`config.mk`:
```
export PLATFORM = sky130hd
export DESIGN_NAME = memory_arbiter
export DESIGN_NICKNAME = d
export VERILOG_FILES = /design/src/rtl/memory_arbiter_pkg.sv /design/src/rtl/memory_arbiter_checker.sv /design/src/rtl/memory_arbiter.sv
export SDC_FILE = /design/constraint.sdc
export NUM_CORES = 1
export LEC_CHECK = 0
export BUFFER_PORTS_ARGS = -buffer_cell sky130_fd_sc_hd__buf_2
export CORE_MARGIN = 2
export CORE_UTILIZATION = 45
export CTS_CLUSTER_SIZE = 24
export DETAILED_ROUTE_END_ITERATION = 7
export PLACE_DENSITY = 0.86
export SYNTH_ARGS = -nofsm -noshare
export SYNTH_HDL_FRONTEND = slang
export SYNTH_HIERARCHICAL = 1
export SYNTH_SLANG_ARGS = --single-unit
```
`constraint.sdc`:
```
create_clock -name clk -period 2.21 [get_ports clk]
set_input_delay 0.442 -clock clk [delete_from_list [all_inputs] [get_ports clk]]
set_output_delay 0.442 -clock clk [all_outputs]
set_load 0.05 [all_outputs]
```
`src/rtl/memory_arbiter_pkg.sv`:
```
// Shared types and reset values for the instruction/data memory port arbiter.
// Slot and register structs are sized by ARB_XLEN.
package memory_arbiter_pkg;

    localparam int ARB_XLEN = 32;
    localparam int ARB_SLEN = ARB_XLEN / 8;

    localparam logic GRANT_I = 1'b0;
    localparam logic GRANT_D = 1'b1;

    typedef enum logic [1:0] {
        IDLE   = 2'd0,
        BUSY_I = 2'd1,
        BUSY_D = 2'd2
    } arb_state_type;

    typedef struct packed {
        logic                valid;
        logic                fence;
        logic [ARB_XLEN-1:0] addr;
        logic [ARB_XLEN-1:0] wdata;
        logic [ARB_SLEN-1:0] wstrb;
    } arb_slot_type;

    typedef struct packed {
        arb_state_type state;
        logic          last_grant;
        arb_slot_type  islot;
        arb_slot_type  dslot;
    } arb_reg_type;

    localparam arb_slot_type init_arb_slot = '{
        valid: 1'b0,
        fence: 1'b0,
        addr:  {ARB_XLEN{1'b0}},
        wdata: {ARB_XLEN{1'b0}},
        wstrb: {ARB_SLEN{1'b0}}
    };

    localparam arb_reg_type init_arb_reg = '{
        state:      IDLE,
        last_grant: GRANT_I,
        islot:      init_arb_slot,
        dslot:      init_arb_slot
    };

    function automatic arb_slot_type make_slot(
        input logic                fence,
        input logic [ARB_XLEN-1:0] addr,
        input logic [ARB_XLEN-1:0] wdata,
        input logic [ARB_SLEN-1:0] wstrb
    );
        arb_slot_type s;
        s.valid = 1'b1;
        s.fence = fence;
        s.addr  = addr;
        s.wdata = wdata;
        s.wstrb = wstrb;
        return s;
    endfunction

endpackage

```
`src/rtl/memory_arbiter_checker.sv`:
```
// Protocol checks for the memory arbiter's requester interfaces.
// The data requester must wait for dmem_ready before raising dmem_valid again.
module memory_arbiter_checker (
    input logic clk,
    input logic rst,
    input logic dmem_valid,
    input logic d_busy
);

    // A data request while the previous one is still pending or in flight is dropped by the arbiter.
    data_one_outstanding: assert property (@(posedge clk) disable iff (!rst) !(dmem_valid && d_busy));

endmodule

```
`src/rtl/memory_arbiter.sv`:
```
// Shares one memory port between instruction prefetch and the load/store unit.
// One transaction in flight; each requester may park one blocked request in its slot.
module memory_arbiter
    import memory_arbiter_pkg::*;
#(
    parameter int XLEN      = ARB_XLEN,
    parameter bit DATA_PRIO = 1'b1
) (
    input  logic              clk,
    input  logic              rst,
    input  logic              imem_valid,
    input  logic              imem_fence,
    input  logic [XLEN-1:0]   imem_addr,
    output logic              imem_ready,
    output logic [XLEN-1:0]   imem_rdata,
    input  logic              dmem_valid,
    input  logic              dmem_fence,
    input  logic [XLEN-1:0]   dmem_addr,
    input  logic [XLEN-1:0]   dmem_wdata,
    input  logic [XLEN/8-1:0] dmem_wstrb,
    output logic              dmem_ready,
    output logic [XLEN-1:0]   dmem_rdata,
    output logic              mem_valid,
    output logic              mem_fence,
    output logic              mem_instr,
    output logic [XLEN-1:0]   mem_addr,
    output logic [XLEN-1:0]   mem_wdata,
    output logic [XLEN/8-1:0] mem_wstrb,
    input  logic              mem_ready,
    input  logic [XLEN-1:0]   mem_rdata
);

    arb_reg_type  r;
    arb_reg_type  rin;
    arb_slot_type icand_s;
    arb_slot_type dcand_s;
    logic         d_busy_s;
    logic         d_live_s;
    logic         i_want_s;
    logic         d_want_s;
    logic         can_issue_s;
    logic         grant_i_s;
    logic         grant_d_s;

    // Arbitration, slot capture, next state and the zero-latency bus/response outputs.
    always_comb begin
        rin = r;

        icand_s = r.islot.valid ? r.islot
                                : make_slot(imem_fence, imem_addr, {ARB_XLEN{1'b0}}, {ARB_SLEN{1'b0}});
        dcand_s = r.dslot.valid ? r.dslot
                                : make_slot(dmem_fence, dmem_addr, dmem_wdata, dmem_wstrb);

        // The data requester counts as busy until its response cycle; a request then is dropped.
        d_busy_s    = r.dslot.valid | ((r.state == BUSY_D) & ~mem_ready);
        d_live_s    = dmem_valid & ~d_busy_s;
        i_want_s    = r.islot.valid | imem_valid;
        d_want_s    = r.dslot.valid | d_live_s;
        can_issue_s = (r.state == IDLE) | mem_ready;

        grant_i_s = 1'b0;
        grant_d_s = 1'b0;
        if (can_issue_s && i_want_s && d_want_s) begin
            if ((DATA_PRIO == 1'b1) || (r.last_grant == GRANT_I)) begin
                grant_d_s = 1'b1;
            end else begin
                grant_i_s = 1'b1;
            end
        end else if (can_issue_s && i_want_s) begin
            grant_i_s = 1'b1;
        end else if (can_issue_s && d_want_s) begin
            grant_d_s = 1'b1;
        end else begin
            grant_i_s = 1'b0;
            grant_d_s = 1'b0;
        end

        // A live instr request that is not issued always lands in the slot, so the newest address wins.
        if (imem_valid && !(grant_i_s && !r.islot.valid)) begin
            rin.islot = make_slot(imem_fence, imem_addr, {ARB_XLEN{1'b0}}, {ARB_SLEN{1'b0}});
        end else if (grant_i_s) begin
            rin.islot = init_arb_slot;
        end else begin
            rin.islot = r.islot;
        end

        if (d_live_s && !grant_d_s) begin
            rin.dslot = make_slot(dmem_fence, dmem_addr, dmem_wdata, dmem_wstrb);
        end else if (grant_d_s) begin
            rin.dslot = init_arb_slot;
        end else begin
            rin.dslot = r.dslot;
        end

        if (grant_i_s) begin
            rin.state      = BUSY_I;
            rin.last_grant = GRANT_I;
        end else if (grant_d_s) begin
            rin.state      = BUSY_D;
            rin.last_grant = GRANT_D;
        end else if (can_issue_s) begin
            rin.state = IDLE;
        end else begin
            rin.state = r.state;
        end

        mem_valid = grant_i_s | grant_d_s;
        mem_instr = grant_i_s;
        if (grant_i_s) begin
            mem_fence = icand_s.fence;
            mem_addr  = icand_s.addr;
            mem_wdata = {XLEN{1'b0}};
            mem_wstrb = {(XLEN/8){1'b0}};
        end else if (grant_d_s) begin
            mem_fence = dcand_s.fence;
            mem_addr  = dcand_s.addr;
            mem_wdata = dcand_s.wdata;
            mem_wstrb = dcand_s.wstrb;
        end else begin
            mem_fence = 1'b0;
            mem_addr  = {XLEN{1'b0}};
            mem_wdata = {XLEN{1'b0}};
            mem_wstrb = {(XLEN/8){1'b0}};
        end

        // A response seen in IDLE is stale and goes nowhere.
        imem_ready = (r.state == BUSY_I) & mem_ready;
        dmem_ready = (r.state == BUSY_D) & mem_ready;
        imem_rdata = mem_rdata;
        dmem_rdata = mem_rdata;

        if (!rst) begin
            rin        = init_arb_reg;
            mem_valid  = 1'b0;
            mem_instr  = 1'b0;
            mem_fence  = 1'b0;
            mem_addr   = {XLEN{1'b0}};
            mem_wdata  = {XLEN{1'b0}};
            mem_wstrb  = {(XLEN/8){1'b0}};
            imem_ready = 1'b0;
            dmem_ready = 1'b0;
            imem_rdata = {XLEN{1'b0}};
            dmem_rdata = {XLEN{1'b0}};
        end else begin
            rin = rin;
        end
    end

    // State register with synchronous active-low reset.
    always_ff @(posedge clk) begin
        if (!rst) begin
            r <= init_arb_reg;
        end else begin
            r <= rin;
        end
    end

    memory_arbiter_checker u_checker (
        .clk        (clk),
        .rst        (rst),
        .dmem_valid (dmem_valid),
        .d_busy     (d_busy_s)
    );

endmodule

```
# Word-level counts from Yosys, hierarchy flattened
# Index checks and enable logic that the tools add are counted.
[classes]
n_addsub = 0
mul = 0
n_div = 0
n_lt_le_gt_ge = 0
n_eq_ne = 2
shift = 0
mux = 32
bitwise = 12
n_reduce_logical = 15
[op_table]
columns = ["cell", "n"]
rows = [
  ["two-way mux 70 bit", 4],
  ["two-way mux 32 bit", 7],
  ["two-way mux 69 bit", 2],
  ["two-way mux 1 bit", 13],
  ["two-way mux 4 bit", 3],
  ["logical AND 1 bit", 6],
  ["two-way mux 2 bit", 3],
  ["nonzero test 2 bit", 3],
  ["OR 1 bit", 5],
  ["AND 1 bit", 4],
  ["logical NOT 1 bit", 3],
  ["inverter 1 bit", 3],
  ["nonzero test 3 bit", 1],
  ["== test 2 x 1 -> 1 bit (second input constant)", 1],
  ["== test 2 bit (second input constant)", 1],
  ["logical NOT 2 bit", 1],
  ["OR reduction 2 bit", 1],
]
[totals]
regBits = 107
latchBits = 0
mem_bits_rw = 0
mem_bits_ro = 0
input_bits = 139
out_inout_bits = 137
elab_cells = 72
n_memories = 0

# Depth between registers and ports, before layout
# Gate-level depths: netlist of the first run.
[logic_depth]
ltp_word = 13
depth_mapped = 7
ltp_nobuf = 3

# Worst setup path after synthesis of the first run
# OpenSTA, ideal clock, no wires.
[synth_path]
kind = "input -> output"
startpoint = "input port rst"
endpoint = "output port dmem_ready"
t_arrival_ps = 2298
required_time_ps = 1768
slack_ps = -530
path_stages = 5
n_path_buf = 3
path_cell_list = "buf_2 -> clkbuf_1 -> buf_2 -> nand2_1 -> nor3b_1"
[synth_via]
elab_chain_len = 1
[synth_lines]
columns = ["element", "line_no", "source"]
rows = [
  ["start, declared", "memory_arbiter.sv:10", "input logic rst,"],
  ["two-way mux 1 bit", "memory_arbiter.sv:132", "if (!rst) begin"],
  ["end, declared", "memory_arbiter.sv:21", "output logic dmem_ready,"],
]
# No other way between the ends.

# Worst setup path after layout of the first run
[layout_path]
startpoint = "register r[141] (netlist bit)"
endpoint = "output port mem_addr[11]"
[layout_via]
elab_chain_len = 13
word_cells_on_any_way = 19
cone_classes = "1 x eq/ne; 8 x mux; 6 x bitwise; 4 x reduce/logical"
[layout_lines]
columns = ["element", "line_no", "source"]
rows = [
  ["start, declared", "memory_arbiter.sv:33", "arb_reg_type r;"],
  ["start signal, assigned", "memory_arbiter.sv:152", "r <= init_arb_reg;"],
  ["start signal, assigned", "memory_arbiter.sv:154", "r <= rin;"],
  ["== test 2 bit", "memory_arbiter.sv:55", "d_busy_s = r.dslot.valid | ((r.state == BUSY_D) & ~mem_ready);"],
  ["AND 1 bit", "memory_arbiter.sv:55", ""],
  ["OR 1 bit", "memory_arbiter.sv:55", ""],
  ["inverter 1 bit", "memory_arbiter.sv:56", "d_live_s = dmem_valid & ~d_busy_s;"],
  ["AND 1 bit", "memory_arbiter.sv:56", ""],
  ["OR 1 bit", "memory_arbiter.sv:58", "d_want_s = r.dslot.valid | d_live_s;"],
  ["logical AND 1 bit", "memory_arbiter.sv:71", "end else if (can_issue_s && d_want_s) begin"],
  ["two-way mux 1 bit", "memory_arbiter.sv:71", ""],
  ["two-way mux 1 bit", "memory_arbiter.sv:69", "end else if (can_issue_s && i_want_s) begin"],
  ["two-way mux 1 bit", "memory_arbiter.sv:63", "if (can_issue_s && i_want_s && d_want_s) begin"],
  ["two-way mux 32 bit", "memory_arbiter.sv:114", "end else if (grant_d_s) begin"],
  ["two-way mux 32 bit *", "memory_arbiter.sv:109", "if (grant_i_s) begin"],
  ["two-way mux 32 bit *", "memory_arbiter.sv:132", ""],
  ["end, declared", "memory_arbiter.sv:26", "output logic [XLEN-1:0] mem_addr,"],
]
# Every way passes the cells marked *; elsewhere a longest branch is shown, timed or not.

==> flow_metrics.env, run 1 <==
export IMPL_status="finished with violations"
export IMPL_violations="setup timing"
export IMPL_ys_seq_area_share_pct=34.89
export IMPL_synth_edf_count=0
export IMPL_cp_required_ns=1.77
export IMPL_placeableCoreArea_um2=13240
export IMPL_largest_reg_flops=106
export IMPL_slew_viol_final=0
export IMPL_placed_area_um2=7914
export IMPL_clk_latency_ns=0.35
export IMPL_numCtsBuffers=9
export IMPL_hold_class="in -> reg"
export IMPL_critPathMaxFanout=10
export IMPL_fin_hold_ws_ns=0.3142
export IMPL_slowest_stage="dfxtp_2"
export IMPL_htree_levels=3
export IMPL_grtUsageTotal_pct=28.11
export IMPL_finalSetupViolations=33
export IMPL_crit_path_start_kind="flip-flop"
export IMPL_fin_setup_tns_ns=-1.417
export IMPL_timing_final_ws_setup_ns=-0.06840
export IMPL_dieHeight_um=120.3
export IMPL_cp_arrival_ns=1.84
export IMPL_rsz0062_at_grt="yes"
export IMPL_antenna_found_initial=3
export IMPL_total_power_mw=5.810
export IMPL_ys_top_cells_by_area="dfxtp_1 35%, mux2i_1 17%, a32o_1 11%, o32ai_2 7.5%, buf_4 4.3%"
export IMPL_seqPwrFrac_pct=34.7
export IMPL_critical_path_class="reg -> out"
export IMPL_area_delta_synth_final_pct=53.98
export IMPL_rows=42
export IMPL_grt_pass1_vias=6051
export IMPL_yosys_area_top_type="dfxtp_1"
export IMPL_synthAdderAreaFrac_pct=0
export IMPL_grt_max_degree=93
export IMPL_powerDensity_nw_per_um2=620.3
export IMPL_clock_sinks=106
export IMPL_synth_area_um2=6082
export IMPL_maxSlewHeadroom_pct=64.06
export IMPL_combPwrFrac_pct=36.8
export IMPL_avgSynthCellArea_um2=9.938
export IMPL_synth_compound_area_share_pct=23.90
export IMPL_power_frac_clock_pct=28.5
export IMPL_internal_power_mw=3.699
export IMPL_endpoint_kind="primary output"
export IMPL_finalCriticalPeriod_ns=2.278
export IMPL_start_util_pct=45.93
export IMPL_p_sw_mw=2.110
export IMPL_cap_violations=0
export IMPL_synth_most_common_cell="dfxtp_1"
export IMPL_hold_viol=0
export IMPL_synth_top_area_share_pct=34.89
export IMPL_ys_top_cells_by_count="106 x dfxtp_1, 103 x mux2i_1, 69 x a32o_1"
export IMPL_clock_fmax_mhz=438.9
export IMPL_synth_cells=612
export IMPL_stdcell_area_um2=9365
export IMPL_post_route_drc_count=0
export IMPL_p_sw_share_pct=36.33
export IMPL_critPathMaxStageDelay_ns=0.35
export IMPL_numPortBuffers=275
export IMPL_grt_remaining_overflow=0
export IMPL_drt_first_iter_violations=488
export IMPL_wl_per_cell_um=21.58
export IMPL_grt_pass1_wl_mm=32.31
export IMPL_async_flop_share_pct=0
export IMPL_ctsHoldBuffers=0
export IMPL_yosysUniqueCellTypes=27
export IMPL_clk_transition_reported_paths_ns=0.07
export IMPL_worst_pin_slew_ns=0.5391
export IMPL_cp_cell_sequence="nor4b_4 -> nor2_4 -> buf_16 -> o32ai_4 -> buf_6"
export IMPL_ys_seq_elements=106
export IMPL_fin_crit_sh_pct=103.1
export IMPL_cts_tree="yes"
export IMPL_ant_nets=0
export IMPL_routed_wl_mm=22.07
export IMPL_p_leak_nw=3.679
export IMPL_hpwl_mm=12.70
export IMPL_clock_skew_ns=0.007182
export IMPL_dieArea_um2=14460
export IMPL_regMostFlops="r"
export IMPL_routed_via_density=5.986
export IMPL_drive_gt1_share_pct=54.86
export IMPL_nNetsFinal=980
export IMPL_reg_top3="r: 106 flops"
export IMPL_die_w_um=120.3
export IMPL_synth_xor_xnor_area_share_pct=0
export IMPL_synth_mux_area_share_pct=16.95
export IMPL_critical_path_top_delay_family="simple AND/OR/NAND/NOR gates"
export IMPL_via_count=6124
export IMPL_cts_root_buf="clkbuf_16"
export IMPL_synth_warning_count=6
export IMPL_crit_buf_inv=2
export IMPL_vdd_ir_drop_max_mv=0.4899
export IMPL_synth_top_family_by_area="compound AO/OA/AOI/OAI gates"
export IMPL_cts_buffer_depth=2
export IMPL_ioPinCount=276
export IMPL_syn_nets=751
export IMPL_synthSimpleGateAreaFrac_pct=14.34
export IMPL_gp_congestion=0.8216
export IMPL_drtPass1Iterations=5
export IMPL_synth_ff_type="dfxtp_1"
layout by cell type (no fill, tap or decap), drive strengths merged, types with 2 or more instances in the layout:
cell type  Yosys  final
o32ai         33     33
dfxtp        106    106
buf           76    322
nand3         26     26
o22ai         34     34
diode          0      3
o21bai         2      2
mux2i        103    103
and3b          3      3
nor3b          2      2
nand3b        35     35
a32o          69     69
nor2          40     40
and2          33     33
clkinv         0      2
nand2         12     12
clkbuf        31     13
worst register-to-register path, stage by stage (launching register included):
cell,delay [ns]
dfxtp_4,0.38
bufbuf_16,0.33
mux2i_1,0.27
o22ai_4,0.11
buf_4,0.26
a32o_1,0.33
per-stage QoR:
stage | std cells | util [%] | setup slack (ns)
after detailed placement | 992 | 59.76 | -0.05026
after floorplan | 612 | - | -0.3840
after CTS | 1016 | 68.31 | -0.06821
final | 1023 | 70.72 | -0.06840
after global placement | 992 | 59.76 | -0.01502
after global routing | 1020 | 70.66 | -0.1086
power by group through the flow:
| stage | clock (mW) | sequential, mW | combinational (mW) |
|---|---|---|---|
| floorplan | 0 | 2.04 | 1.30 |
| global placement | 0 | 2.05 | 1.75 |
| detailed placement | 0 | 2.05 | 1.77 |
| CTS | 1.67 | 2.01 | 2.02 |
| global route | 1.75 | 2.02 | 2.22 |
| finish | 1.66 | 2.02 | 2.14 |
final cells by class:
| type | count | area (um^2) |
|---|---|---|
| timing repair buffer | 325 | 2592 |
| sequential | 106 | 2130 |
| fill | 905 | 3877 |
| antenna | 3 | 7.507 |
| clock inverter | 3 | 40.04 |
| tap | 176 | 220.2 |
| multi-input combinational | 399 | 4123 |
| clock buffer | 11 | 252.7 |
cells by family (layout without fill, tap and decap cells):
| group | after synthesis | in the layout |
|---|---|---|
| AND/OR/NAND/NOR | 155 | 155 |
| buffers and inverters | 107 | 339 |
| flip-flops | 106 | 106 |
| multiplexers | 103 | 103 |
| AO/OA/AOI/OAI | 141 | 141 |
| other | 0 | 3 |
worst paths after layout:
check / startpoint / endpoint / slack (ns) / cells past startpoint
setup / recovery: r[141]$_SDFFE_PN0P_ / mem_addr[11] / -0.07 / 5
hold / removal: dmem_addr[31] / r[67]$_SDFFE_PN0P_ / 0.31 / 2
setup reg to reg: r[69]$_SDFFE_PN0P_ / r[14]$_SDFFE_PN0P_ / 0.42 / 5
hold reg to reg: r[37]$_SDFFE_PN0P_ / r[37]$_SDFFE_PN0P_ / 0.50 / 1
layer usage:
metal | vias to the layer above | wire length, um | global-route usage, %
met1 | 3026 | 8567 | 35.07
met5 | - | 0 | 0
met2 | 287 | 11060 | 46.98
met4 | 0 | 417 | 9.593
li1 | 2782 | - | -
met3 | 29 | 2027 | 7.594
what timing repair did:
item / 4_1_cts / 5_1_grt
gates resized for setup: 198 / 56
setup endpoints to repair: 71 / 69
setup buffers: 6 / 1
cloned: 4 / 3
pin swaps: 11 / 18
No activity file was read; power rests on OpenSTA's default activity.
==> run 2: changes to the inputs <==
Settings changed: GPL_TIMING_DRIVEN from default to 0.
==> flow_metrics.env, run 2 (same netlist as run 1, synthesis figures left out) <==
export IMPL_routed_via_density=5.838
export IMPL_grt_remaining_overflow=0
export IMPL_gp_congestion=0.8098
export IMPL_drive_gt1_share_pct=59.31
export IMPL_r2r_setup_slack_ns=0.35
export IMPL_antenna_found_initial=2
export IMPL_critPathMaxStageDelay_ns=0.34
export IMPL_start_util_pct=45.93
export IMPL_drtPass1Iterations=5
export IMPL_powerDensity_nw_per_um2=590.0
export IMPL_reg_top3="r: 106 flops"
export IMPL_r2r_cells=7
export IMPL_wl_met2_mm=11.79
export IMPL_nNetsFinal=1063
export IMPL_cp_required_ns=1.77
export IMPL_wl_per_cell_um=20.86
export IMPL_grtUsageTotal_pct=28.61
export IMPL_post_place_cells=1061
export IMPL_p_leak_nw=4.088
export IMPL_slowest_stage="dfxtp_2"
export IMPL_post_route_drc_count=0
export IMPL_hold_class="in -> reg"
export IMPL_hpwl_mm=14.64
export IMPL_dieArea_um2=14460
export IMPL_cts_buffer_depth=2
export IMPL_wl_met3_mm=1.802
export IMPL_largest_reg_flops=106
export IMPL_clock_fmax_mhz=418.3
export IMPL_clk_latency_ns=0.36
export IMPL_grt_pass1_wl_mm=32.78
export IMPL_fin_hold_ws_ns=0.3055
export IMPL_ant_nets=0
export IMPL_critPathMaxFanout=7
export IMPL_rsz0062_at_grt="yes"
export IMPL_vdd_ir_drop_max_mv=0.5675
export IMPL_slew_viol_final=0
export IMPL_area_delta_synth_final_pct=67.08
export IMPL_ioPinCount=276
export IMPL_top_layer="met5"
export IMPL_regMostFlops="r"
export IMPL_finalCriticalPeriod_ns=2.390
export IMPL_fin_crit_sh_pct=108.2
export IMPL_cp_cell_sequence="buf_8 -> nor4b_4 -> nor2_4 -> buf_12 -> buf_12 -> o32ai_4 -> buf_6"
export IMPL_hold_path_end="r[56]$_SDFFE_PN0P_"
export IMPL_cpMostUsedCell="buf_12"
export IMPL_r2r_end="r[33]$_SDFFE_PN0P_"
export IMPL_cts_tree="yes"
export IMPL_die_w_um=120.3
export IMPL_drt_first_iter_violations=355
export IMPL_endpoint_kind="primary output"
export IMPL_final_common_cell="buf_2"
export IMPL_rr_startpoint="r[69]$_SDFFE_PN0P_"
export IMPL_most_common_layout_cells="217 x buf_2, 103 x dfxtp_1, 69 x a32o_1"
export IMPL_hp_start="dmem_addr[20]"
export IMPL_whs_path_depth=2
export IMPL_cts_root_buf="clkbuf_16"
export IMPL_via_count=6457
export IMPL_htree_levels=3
export IMPL_grt_max_degree=17
export IMPL_crit_path_start_kind="flip-flop"
export IMPL_violations="setup timing"
export IMPL_multiInputGateArea_um2=4337
export IMPL_cap_violations=0
export IMPL_dieHeight_um=120.3
export IMPL_numPortBuffers=273
export IMPL_timing_final_ws_setup_ns=-0.1804
export IMPL_fillers=872
export IMPL_clock_skew_ns=0.006625
export IMPL_fin_setup_tns_ns=-6.402
export IMPL_final_cells=1106
export IMPL_clock_sinks=106
export IMPL_hold_viol=0
export IMPL_critical_path_class="reg -> out"
export IMPL_grt_pass1_vias=6326
export IMPL_finalSetupViolations=68
export IMPL_met1Wirelength_mm=8.943
export IMPL_clk_transition_reported_paths_ns=0.07
export IMPL_maxSlewHeadroom_pct=62.78
export IMPL_placeableCoreArea_um2=13240
export IMPL_rows=42
export IMPL_numCtsBuffers=9
export IMPL_status="finished with violations"
export IMPL_cp_arrival_ns=1.95
export IMPL_routed_wl_mm=23.07
export IMPL_regArea_um2=2131
export IMPL_worst_pin_slew_ns=0.5582
-- run 2: cell types whose count changed in the layout (fill, tap and decap cells not counted), sizes merged --
cell / delta
diode: -2
clkinvlp: +1
bufbuf: -1
buf: +53
clkbuf: +31
nor2: +1
-- run 2: repair_timing --
action	CTS	global route
endpoints found under the setup margin	137	101
buffers inserted	15	5
hold buffers	0	0
gates resized for setup	246	155
endpoints found under the hold margin	0	0
pin swaps	36	24
cloned	4	6
-- run 2: area by class of cell --
| type | instances | share of cell area [%] |
|---|---|---|
| Antenna cell | 1 | 0.02462 |
| Buffer | 106 | 8.914 |
| Clock buffer | 12 | 2.426 |
| Clock inverter | 4 | 0.5048 |
| Multi-Input combinational cell | 400 | 42.67 |
| Sequential cell | 106 | 20.97 |
| Tap cell | 176 | 2.167 |
| Timing Repair Buffer | 301 | 22.32 |
-- run 2: where the power goes --
part | total [mW] | switching [mW] | internal [mW] | leakage, nW
Clock | 1.66 | 0.752 | 0.912 | 0.143
Combinational | 2.31 | 1.39 | 0.925 | 3.08
Sequential | 2.02 | 0.0461 | 1.97 | 0.862
-- run 2: worst max path at each step --
stage / startpoint / to / slack [ns] / depth (start not counted)
2_1_floorplan: imem_valid / mem_addr[0] / -0.38 / 3
3_3_place_gp: mem_ready / mem_addr[28] / -0.40 / 6
3_5_place_dp: mem_ready / mem_addr[10] / -0.40 / 6
4_1_cts: r[69]$_SDFFE_PN0P_ / mem_addr[10] / -0.16 / 7
5_1_grt: r[69]$_SDFFE_PN0P_ / mem_addr[10] / -0.22 / 7
6_report: r[69]$_SDFFE_PN0P_ / mem_addr[10] / -0.18 / 7
-- run 2: critical path: cells and delay by family (launching register included) --
kind / cells / cell delay [ns]
buffers and inverters: 4 / 0.64
AND/OR/NAND/NOR: 2 / 0.37
flip-flops: 1 / 0.34
AO/OA/AOI/OAI: 1 / 0.24
-- run 2: stage by stage --
step	utilization [%]	cell area, um^2	setup slack [ns]	total power, mW
floorplan	-	6442	-0.3840	3.345
global placement	60.63	8029	-0.4011	3.782
detailed placement	60.63	8029	-0.3975	3.803
CTS	70.75	9369	-0.1568	5.769
global route	76.72	10160	-0.2192	6.193
finish	76.74	10160	-0.1804	5.995
-- run 2: routing by layer --
layer	vias up	GRT usage (%)
li1	2963	-
met3	44	7.311
met1	3170	34.02
met5	-	0
met4	2	10.97
met2	278	49.54
==> run 3: changes to the inputs <==
Settings changed: CAP_MARGIN from default to 15, CORE_MARGIN 2 to 3, CTS_BUF_LIST from default to sky130_fd_sc_hd__clkbuf_8.
==> flow_metrics.env, run 3 (same netlist as run 1, synthesis figures left out) <==
export IMPL_status="finished with violations"
export IMPL_violations="setup timing"
export IMPL_seqPwrFrac_pct=36.7
export IMPL_power_frac_clock_pct=20.7
export IMPL_grt_max_degree=16
export IMPL_r2r_end="r[34]$_SDFFE_PN0P_"
export IMPL_final_common_cell="buf_2"
export IMPL_cts_tree="yes"
export IMPL_p_sw_share_pct=38.96
export IMPL_ioPinCount=276
export IMPL_whs_path_depth=2
export IMPL_rows=41
export IMPL_r2r_setup_slack_ns=0.35
export IMPL_clock_fmax_mhz=411.3
export IMPL_p_leak_nw=4.061
export IMPL_routed_via_density=5.914
export IMPL_fin_crit_sh_pct=110.0
export IMPL_clock_sinks=106
export IMPL_dieArea_um2=14950
export IMPL_most_common_layout_cells="218 x buf_2, 103 x dfxtp_1, 69 x a32o_1"
export IMPL_critPathMaxStageDelay_ns=0.37
export IMPL_cp_arrival_ns=1.99
export IMPL_endpoint_kind="primary output"
export IMPL_slowest_stage="dfxtp_4"
export IMPL_antenna_found_initial=1
export IMPL_vdd_ir_drop_max_mv=0.6554
export IMPL_cts_buffer_depth=2
export IMPL_slew_viol_final=0
export IMPL_routed_wl_mm=24.22
export IMPL_fin_setup_tns_ns=-9.944
export IMPL_drtPass1Iterations=5
export IMPL_worst_pin_slew_ns=0.5294
export IMPL_die_w_um=122.3
export IMPL_cap_violations=0
export IMPL_timing_final_ws_setup_ns=-0.2210
export IMPL_wl_per_cell_um=22.00
export IMPL_endpoint="mem_addr[3]"
export IMPL_rsz0062_at_grt="yes"
export IMPL_rr_startpoint="r[69]$_SDFFE_PN0P_"
export IMPL_internal_power_mw=3.352
export IMPL_stdcell_area_um2=10090
export IMPL_cp_required_ns=1.77
export IMPL_drt_first_iter_violations=471
export IMPL_p_sw_mw=2.139
export IMPL_finalCriticalPeriod_ns=2.431
export IMPL_critical_path_class="reg -> out"
export IMPL_dieHeight_um=122.3
export IMPL_finalSetupViolations=71
export IMPL_grt_remaining_overflow=0
export IMPL_clk_transition_reported_paths_ns=0.10
export IMPL_via_count=6511
export IMPL_cpMostUsedCell="buf_4"
export IMPL_numCtsBuffers=9
export IMPL_area_delta_synth_final_pct=65.93
export IMPL_maxSlewHeadroom_pct=64.71
export IMPL_startpoint="r[142]$_SDFFE_PP0P_"
export IMPL_cp_cell_sequence="o21bai_4 -> buf_4 -> o211ai_2 -> buf_4 -> o32ai_4 -> buf_6"
export IMPL_largest_reg_flops=106
export IMPL_start_util_pct=47.05
export IMPL_clk_latency_ns=0.39
export IMPL_clock_skew_ns=0.009710
export IMPL_critPathMaxFanout=5
export IMPL_post_route_util_pct=78.07
export IMPL_grt_pass1_wl_mm=35.95
export IMPL_regMostFlops="r"
export IMPL_reg_top3="r: 106 flops"
export IMPL_hold_class="in -> reg"
export IMPL_grtUsageTotal_pct=30.41
export IMPL_r2r_cells=7
export IMPL_hpwl_mm=15.20
export IMPL_grt_pass1_vias=6760
export IMPL_placeableCoreArea_um2=12930
export IMPL_hold_viol=0
export IMPL_powerDensity_nw_per_um2=544.1
export IMPL_placed_area_um2=8024
export IMPL_gp_congestion=0.8883
export IMPL_drive_gt1_share_pct=60.02
export IMPL_cts_root_buf="clkbuf_8"
export IMPL_nNetsFinal=1063
export IMPL_combPwrFrac_pct=42.7
export IMPL_post_route_drc_count=0
export IMPL_crit_path_start_kind="flip-flop"
export IMPL_ant_nets=0
export IMPL_htree_levels=3
export IMPL_numPortBuffers=273
==> run 3: cell types whose count changed in the layout (fill, tap and decap cells not counted), moves of 4 or more <==
| cell | previous run | this run |
|---|---|---|
| clkbuf_16 | 15 | 10 |
| mux2i_2 | 26 | 33 |
| buf_8 | 21 | 29 |
| buf_6 | 60 | 56 |
| nor2_2 | 6 | 1 |
| buf_12 | 16 | 10 |
| clkbuf_8 | 1 | 11 |
| nor2_4 | 30 | 38 |
| mux2i_1 | 64 | 60 |
==> run 3: critical path, delay by kind of cell, from the launching register on <==
| family | cells | cell delay, ns |
|---|---|---|
| flip-flops | 1 | 0.37 |
| buffers and inverters | 3 | 0.56 |
| AO/OA/AOI/OAI | 3 | 0.66 |
==> run 3: cell type report <==
type,count,area (um^2)
antenna,1,2.502
buffer,106,910.9
clock buffer,11,151.4
clock inverter,4,20.02
fill,843,2835
multi-input combinational,401,4408
sequential,106,2131
tap,172,215.2
timing repair buffer,300,2253
==> run 3: worst min-delay path by stage <==
stage                  startpoint  slack, ns                 end
3_3_place_gp   r[66]$_SDFFE_PN0P_       0.47  r[66]$_SDFFE_PN0P_
3_5_place_dp   r[55]$_SDFFE_PN0P_       0.48  r[55]$_SDFFE_PN0P_
2_1_floorplan   r[0]$_SDFFE_PN0P_       0.47   r[0]$_SDFFE_PN0P_
4_1_cts            dmem_wdata[25]       0.25  r[29]$_SDFFE_PN0P_
6_report             dmem_addr[9]       0.27  r[45]$_SDFFE_PN0P_
5_1_grt              dmem_addr[9]       0.26  r[45]$_SDFFE_PN0P_
==> run 3: repair_timing <==
item	4_1_cts	5_1_grt
hold endpoints to repair	0	0
hold buffers	0	0
gates cloned	9	1
pin swaps	41	25
resized for setup	350	68
setup endpoints to repair	137	114
buffers inserted	18	3
==> run 3: metrics by stage <==
| step | hold slack (ns) | worst slack (ns) | power [mW] | cells |
|---|---|---|---|---|
| global route | 0.2648 | -0.3008 | 5.671 | 1101 |
| global placement | 0.4746 | -0.3880 | 3.792 | 1057 |
| floorplan | 0.4686 | -0.3840 | 3.345 | 612 |
| finish | 0.2732 | -0.2210 | 5.491 | 1101 |
| detailed placement | 0.4826 | -0.3925 | 3.810 | 1057 |
| CTS | 0.2543 | -0.2432 | 5.386 | 1099 |
==> run 3: power by group through the flow <==
stage / sequential, mW / clock [mW] / combinational (mW)
final: 2.01 / 1.13 / 2.34
after global routing: 2.02 / 1.21 / 2.44
after CTS: 2.01 / 1.15 / 2.23
after detailed placement: 2.05 / 0 / 1.76
after global placement: 2.05 / 0 / 1.74
after floorplan: 2.04 / 0 / 1.30
==> run 3: per-layer routing <==
layer	wire length, um	global-route usage, %	up-vias
met4	578	10.29	0
met2	12220	51.22	295
met1	9697	37.29	3204
met3	1723	8.802	50
li1	-	-	2962
met5	0	0	-
